`config.mk`:
```
export PLATFORM = sky130hd
export DESIGN_NAME = sd_card_write_ctrl
export DESIGN_NICKNAME = d
export VERILOG_FILES = /design/src/rtl/sd_card_write_ctrl.sv
export SDC_FILE = /design/constraint.sdc
export NUM_CORES = 1
export LEC_CHECK = 0
export BUFFER_PORTS_ARGS = -buffer_cell sky130_fd_sc_hd__buf_2
export CAP_MARGIN = 0
export CORE_UTILIZATION = 53
export CTS_CLUSTER_SIZE = 10
export DETAILED_ROUTE_END_ITERATION = 7
export PLACE_DENSITY = 0.85
export SYNTH_ARGS = -nofsm -noshare
export SYNTH_HDL_FRONTEND = slang
export SYNTH_SLANG_ARGS = --single-unit
```
`constraint.sdc`:
```
create_clock -name i_clk -period 3.9 [get_ports i_clk]
set_input_delay 0.585 -clock i_clk [delete_from_list [all_inputs] [get_ports i_clk]]
set_output_delay 0.585 -clock i_clk [all_outputs]
set_load 0.02 [all_outputs]
```
`src/rtl/sd_card_write_ctrl.sv`:
```
// SD card single-block write (CMD24) sequencer: token, 512 data bytes, dummy CRC, response and busy wait.
// Optional macro SD_WRITE_TIMEOUT_EN bounds the response/busy waits with a 16-bit cycle counter.
module sd_card_write_ctrl (
    input  logic        i_clk,
    input  logic        i_rst,
    input  logic        i_start_write,
    input  logic [31:0] i_addr,
    output logic [31:0] o_addr,
    output logic        o_wr_nrd,
    input  logic [7:0]  i_data,
    output logic        o_send_cmd,
    output logic [2:0]  o_cmd_select,
    output logic [31:0] o_cmd_arg,
    input  logic        i_confirm_pin,
    input  logic [7:0]  i_response_status,
    input  logic        i_sd_DO,
    input  logic [7:0]  i_accept_register,
    output logic        o_cmd_line_select,
    output logic        o_write_data_output,
    output logic        o_write_done,
    output logic [7:0]  o_status
);

    typedef enum logic [3:0] {
        IDLE, CMD, WAIT_R1, TOKEN, DATA, CRC, WAIT_RESP, BUSY, DONE
    } state_t;

    localparam logic [2:0] CMD24      = 3'd4;
    localparam logic [4:0] RESP_OK    = 5'b00101;
    localparam logic [4:0] RESP_CRC   = 5'b01011;
    localparam logic [4:0] RESP_WRERR = 5'b01101;

    state_t      state, state_nxt;
    logic [31:0] blk_addr;
    logic [8:0]  buf_addr;
    logic [8:0]  byte_cnt;
    logic [2:0]  bit_cnt;
    logic [3:0]  crc_cnt;
    logic [7:0]  shreg;
    logic [7:0]  status;

    logic unused_accept;
    assign unused_accept = &{1'b0, i_accept_register[7:5]};

`ifdef SD_WRITE_TIMEOUT_EN
    logic [15:0] to_cnt;
    logic        waiting;
    logic        timeout;
    assign waiting = (state == WAIT_R1) || (state == WAIT_RESP) || (state == BUSY);
    assign timeout = waiting && (to_cnt == 16'hFFFE);
`endif

    always_comb begin
        state_nxt = state;
        case (state)
            IDLE:      if (i_start_write) state_nxt = CMD;
            CMD:       state_nxt = WAIT_R1;
            WAIT_R1:   if (i_confirm_pin)
                           state_nxt = (i_response_status == 8'h00) ? TOKEN : DONE;
            TOKEN:     if (bit_cnt == 3'd7) state_nxt = DATA;
            DATA:      if (bit_cnt == 3'd7 && byte_cnt == 9'd511) state_nxt = CRC;
            CRC:       if (crc_cnt == 4'd15) state_nxt = WAIT_RESP;
            WAIT_RESP: begin
                if (i_accept_register[4:0] == RESP_OK)
                    state_nxt = BUSY;
                else if (i_accept_register[4:0] == RESP_CRC ||
                         i_accept_register[4:0] == RESP_WRERR)
                    state_nxt = DONE;
            end
            BUSY:      if (i_sd_DO) state_nxt = DONE;
            DONE:      state_nxt = IDLE;
            default:   state_nxt = IDLE;
        endcase
`ifdef SD_WRITE_TIMEOUT_EN
        if (timeout) state_nxt = DONE;
`endif
    end

    always_ff @(posedge i_clk) begin
        if (i_rst) begin
            state    <= IDLE;
            blk_addr <= 32'd0;
            buf_addr <= 9'd0;
            byte_cnt <= 9'd0;
            bit_cnt  <= 3'd0;
            crc_cnt  <= 4'd0;
            shreg    <= 8'hFF;
            status   <= 8'h00;
`ifdef SD_WRITE_TIMEOUT_EN
            to_cnt   <= 16'd0;
`endif
        end else begin
            state <= state_nxt;
            case (state)
                IDLE: if (i_start_write) begin
                    blk_addr <= i_addr;
                    buf_addr <= 9'd0;
                    status   <= 8'h01;
`ifdef SD_WRITE_TIMEOUT_EN
                    to_cnt   <= 16'd0;
`endif
                end
                WAIT_R1: if (i_confirm_pin) begin
                    if (i_response_status == 8'h00) begin
                        shreg   <= 8'hFE;
                        bit_cnt <= 3'd0;
                    end else begin
                        status  <= {1'b1, i_response_status[6:0]};
                    end
                end
                // Buffer address 0 was presented through TOKEN, so byte 0 is ready at its last bit
                TOKEN: begin
                    bit_cnt <= bit_cnt + 3'd1;
                    if (bit_cnt == 3'd7) begin
                        shreg    <= i_data;
                        buf_addr <= buf_addr + 9'd1;
                        byte_cnt <= 9'd0;
                    end else begin
                        shreg    <= {shreg[6:0], 1'b1};
                    end
                end
                DATA: begin
                    bit_cnt <= bit_cnt + 3'd1;
                    if (bit_cnt == 3'd7) begin
                        byte_cnt <= byte_cnt + 9'd1;
                        crc_cnt  <= 4'd0;
                        if (byte_cnt != 9'd511) begin
                            shreg    <= i_data;
                            buf_addr <= buf_addr + 9'd1;
                        end
                    end else begin
                        shreg <= {shreg[6:0], 1'b1};
                    end
                end
                CRC: crc_cnt <= crc_cnt + 4'd1;
                WAIT_RESP: begin
                    if (i_accept_register[4:0] == RESP_CRC)
                        status <= 8'h82;
                    else if (i_accept_register[4:0] == RESP_WRERR)
                        status <= 8'h83;
                end
                BUSY: if (i_sd_DO) status <= 8'h00;
                default: ;
            endcase
`ifdef SD_WRITE_TIMEOUT_EN
            if (waiting) begin
                to_cnt <= to_cnt + 16'd1;
                if (timeout) status <= 8'h84;
            end
`endif
        end
    end

    assign o_addr              = {23'd0, buf_addr};
    assign o_wr_nrd            = 1'b0;
    assign o_send_cmd          = (state == CMD);
    assign o_cmd_select        = (state == CMD) ? CMD24 : 3'd0;
    assign o_cmd_arg           = blk_addr;
    assign o_cmd_line_select   = (state == TOKEN) || (state == DATA) || (state == CRC) ||
                                 (state == WAIT_RESP) || (state == BUSY);
    assign o_write_data_output = (state == TOKEN || state == DATA) ? shreg[7] : 1'b1;
    assign o_write_done        = (state == DONE);
    assign o_status            = status;

endmodule

```
==> flow_metrics.tcl <==
set metrics [dict create \
    total_clock_buffers_created_by_cts 9 \
    synth_top_cells_by_area "sky130_fd_sc_hd__dfxtp_1 (40%), sky130_fd_sc_hd__a21oi_1 (8.6%), sky130_fd_sc_hd__nand2_1 (7.2%)" \
    top_level_i_o_count 141 \
    report.final.hold_viol_count 0 \
    synth_area_per_cell_um2 8.10 \
    clock.fmax_ghz 0.337 \
    critPathTopFamily "simple AND/OR/NAND/NOR gates" \
    critPathMaxFanout 6 \
    port_buffers 111 \
    netlist.top_cell.by_area "sky130_fd_sc_hd__dfxtp_1" \
    wp_buf_inv 0 \
    critPathKind "flop to flop" \
    worst_slew_margin_rel 0.247 \
    setup_repair_after_global_routing_missed_its_margin "no" \
    share_of_post_route_cells_with_drive_strength_above_1 0.255 \
    worstSetupPathDepth 10 \
    worstPathRequired_ns 4.17 \
    leakage_power_nw 1.95 \
    transition_time_at_the_pin_with_the_least_slew_margin_ns 1.13 \
    synth_common_cells "sky130_fd_sc_hd__dfxtp_1 (77), sky130_fd_sc_hd__nand2_1 (74), sky130_fd_sc_hd__a21oi_1 (66), sky130_fd_sc_hd__nor2_1 (40), sky130_fd_sc_hd__buf_4 (29)" \
    power_density_over_cell_area_mw_per_mm2 525 \
    antenna_violations_before_repair 0 \
    r2r.worst_path.cells 10 \
    finalPower_mw 2.35 \
    grt_max_degree 49 \
    worstSetupStartpointType "flop" \
    cts_num_sinks 77 \
    clock_path_buffers 2 \
    antenna_violating_nets_post_route 0 \
    synth_enable_flop_cells 0 \
    ctsHtreeMaxLevel 3 \
    cts.reportedPaths.clkPinSlew_ns 0.09 \
    routed_wirelength_um 8500 \
    hold_path_depth 2 \
    run_status "finished, final reports clean" \
    critPathCaptureType "flop" \
    worstSkewPairLatency_ns 0.35 \
    tritoncts "done" \
    crit_top_cell "sky130_fd_sc_hd__and3_1" \
    post-synth-top-area-fraction 0.401 \
    synth_flop_cell "sky130_fd_sc_hd__dfxtp_1" \
    wire_per_inst_um 12.7 \
    worst_path_max_delay_cell "sky130_fd_sc_hd__or4_1" \
    vias 3577 \
    fp-row-count 30 \
    critPathMaxStageDelay_ns 0.51 \
    post-cts-setup-buffers 0 \
    dp.final_hpwl_um 6110 \
    clock-root-buffer "sky130_fd_sc_hd__clkbuf_8" \
    globalRouteOverflowTotal 0 \
    post-route-min-period_ns 2.97 \
    dieArea_mm2 0.00759 \
    synth-seq-cells 77 \
    postSynth.asyncResetShare 0 \
    drt-initial-drc-count 178 \
    synth_warnings 0 \
    worst-r2r-setup-slack_ns 0.93 \
    ir_worst_vdd_mv 0.231 \
    hold_buffer_count_at_cts 0 \
    floorplan.die.height_um 87.1 \
    slew_viol_final 0 \
    synth.cell_area_mm2 0.00384 \
    syn_inst 474 \
    yosys.cell_count.top_type "sky130_fd_sc_hd__dfxtp_1" \
    hold_path_class "flop to flop" \
    fin_crit_sh 0.761 \
    vias_per_cell 5.35 \
    die_width_um 87.1 \
    area_delta_synth_final_pct 16.5 \
    layout.nets 635 \
    initial_core_util 0.556 \
    inserted_diodes 0 \
    detailedRoute.firstPassIterationCount 5 \
    tns_ns 0 \
    global_route_wire_length_before_repair_um 13500 \
    final_clock_skew_ns 0.0113 \
    cp_data_arrival_time_ns 3.24 \
    place.gp.congestion 0.841 \
    synth_cell_types 60 \
    post_cts_resized 0 \
    route.detailed.drc 0 \
    first_global_vias 3048 \
    global_route.usage.total 0.224 \
    seq_area_frac_synth 0.401 \
    drv.max_cap_violation_count 0 \
    critical_path.cell_chain "ha_1, and3_1, and3_1, and3_1, ha_1, nand2b_1, a211oi_2, o21ai_2, or4_1, a21oi_1" \
    core_mm2 0.00691 \
    setup-violations-final 0 \
]
-- final timing paths --
kind                               startpoint            end
worst min register to register  o_cmd_arg[13]  o_cmd_arg[13]
worst min-delay path            o_cmd_arg[13]  o_cmd_arg[13]
worst max register to register    byte_cnt[0]    buf_addr[7]
worst max-delay path              byte_cnt[0]    buf_addr[7]
-- metal layers --
layer	track usage	wire length [um]	vias to the layer above
met3	0.0445	419	15
met5	0	0	-
li1	-	-	1799
met4	0.0909	150	0
met2	0.391	4200	122
met1	0.270	3730	1641
-- where the power goes --
part | switching (mW) | internal, mW | leakage [nW]
clock | 0.313 | 0.240 | 0.0881
sequential | 0.107 | 0.885 | 0.626
combinational | 0.538 | 0.269 | 1.23
total | 0.958 | 1.39 | 1.95
-- area by class of cell --
cell class / instances / area [um2]
Clock inverter: 7 / 57.6
Timing Repair Buffer: 113 / 571
Tap cell: 96 / 120
Multi-Input combinational cell: 357 / 2020
Sequential cell: 77 / 1540
Fill cell: 616 / 2430
Inverter: 10 / 40.0
Clock buffer: 9 / 124
-- worst register-to-register path, stage by stage (launching register included) --
cell and delay (ns):
sky130_fd_sc_hd__dfxtp_1 0.34, sky130_fd_sc_hd__ha_1 0.22, sky130_fd_sc_hd__and3_1 0.21, sky130_fd_sc_hd__and3_1 0.21, sky130_fd_sc_hd__and3_1 0.19, sky130_fd_sc_hd__ha_1 0.22, sky130_fd_sc_hd__nand2b_1 0.18, sky130_fd_sc_hd__a211oi_2 0.49
sky130_fd_sc_hd__o21ai_2 0.17, sky130_fd_sc_hd__or4_1 0.51, sky130_fd_sc_hd__a21oi_1 0.15
-- sequential cells by signal, indices dropped and copies added, names as in the netlist --
signal / cells
crc_cnt: 4
byte_cnt: 9
o_status: 8
bit_cnt: 3
state: 4
buf_addr: 9
shreg: 8
o_cmd_arg: 32
-- placed cells by master (no fill, tap or decap), types with 2 or more instances in the layout --
cell,count
sky130_fd_sc_hd__nor3_1,2
sky130_fd_sc_hd__nand3b_1,9
sky130_fd_sc_hd__a211oi_1,2
sky130_fd_sc_hd__nor4b_1,3
sky130_fd_sc_hd__a21o_1,2
sky130_fd_sc_hd__a22oi_1,4
sky130_fd_sc_hd__clkbuf_8,9
sky130_fd_sc_hd__buf_4,2
sky130_fd_sc_hd__or4_1,2
sky130_fd_sc_hd__a21oi_1,66
sky130_fd_sc_hd__or3_1,3
sky130_fd_sc_hd__inv_6,2
sky130_fd_sc_hd__o2111ai_1,4
sky130_fd_sc_hd__buf_2,111
sky130_fd_sc_hd__nor2_1,40
sky130_fd_sc_hd__xor2_1,6
sky130_fd_sc_hd__conb_1,26
sky130_fd_sc_hd__nand2b_1,4
sky130_fd_sc_hd__ha_1,6
sky130_fd_sc_hd__nor2b_1,10
sky130_fd_sc_hd__nand2_1,74
sky130_fd_sc_hd__a2111oi_2,7
sky130_fd_sc_hd__nor4_1,5
sky130_fd_sc_hd__dfxtp_1,77
sky130_fd_sc_hd__clkinvlp_4,2
sky130_fd_sc_hd__o21ai_1,2
sky130_fd_sc_hd__and3_1,12
sky130_fd_sc_hd__nand3_1,10
sky130_fd_sc_hd__o211ai_1,2
sky130_fd_sc_hd__o21ai_0,19
sky130_fd_sc_hd__inv_1,9
sky130_fd_sc_hd__and2_1,3
sky130_fd_sc_hd__or3b_1,6
sky130_fd_sc_hd__a31oi_1,2
-- stage by stage --
step	area (um2)	instances	util	worst slack, ns	hold slack [ns]
detailed placement	4300	653	0.622	0.997	0.442
global route	4480	669	0.648	0.741	0.451
CTS	4480	669	0.648	0.944	0.457
finish	4480	669	0.648	0.933	0.453
floorplan	3940	499	-	1.25	0.427
global placement	4300	653	0.622	1.06	0.434
-- cell families after synthesis --
logic type,count (synthesis),synth area share
other,1,0.000976
multiplexers,1,0.00261
AND/OR/NAND/NOR,192,0.253
XOR/XNOR,7,0.0160
buffers and inverters,65,0.0964
AO/OA/AOI/OAI,125,0.210
adder cells (fa/ha/maj),6,0.0195
flip-flops,77,0.401
No activity file was read; power rests on OpenSTA's default activity.
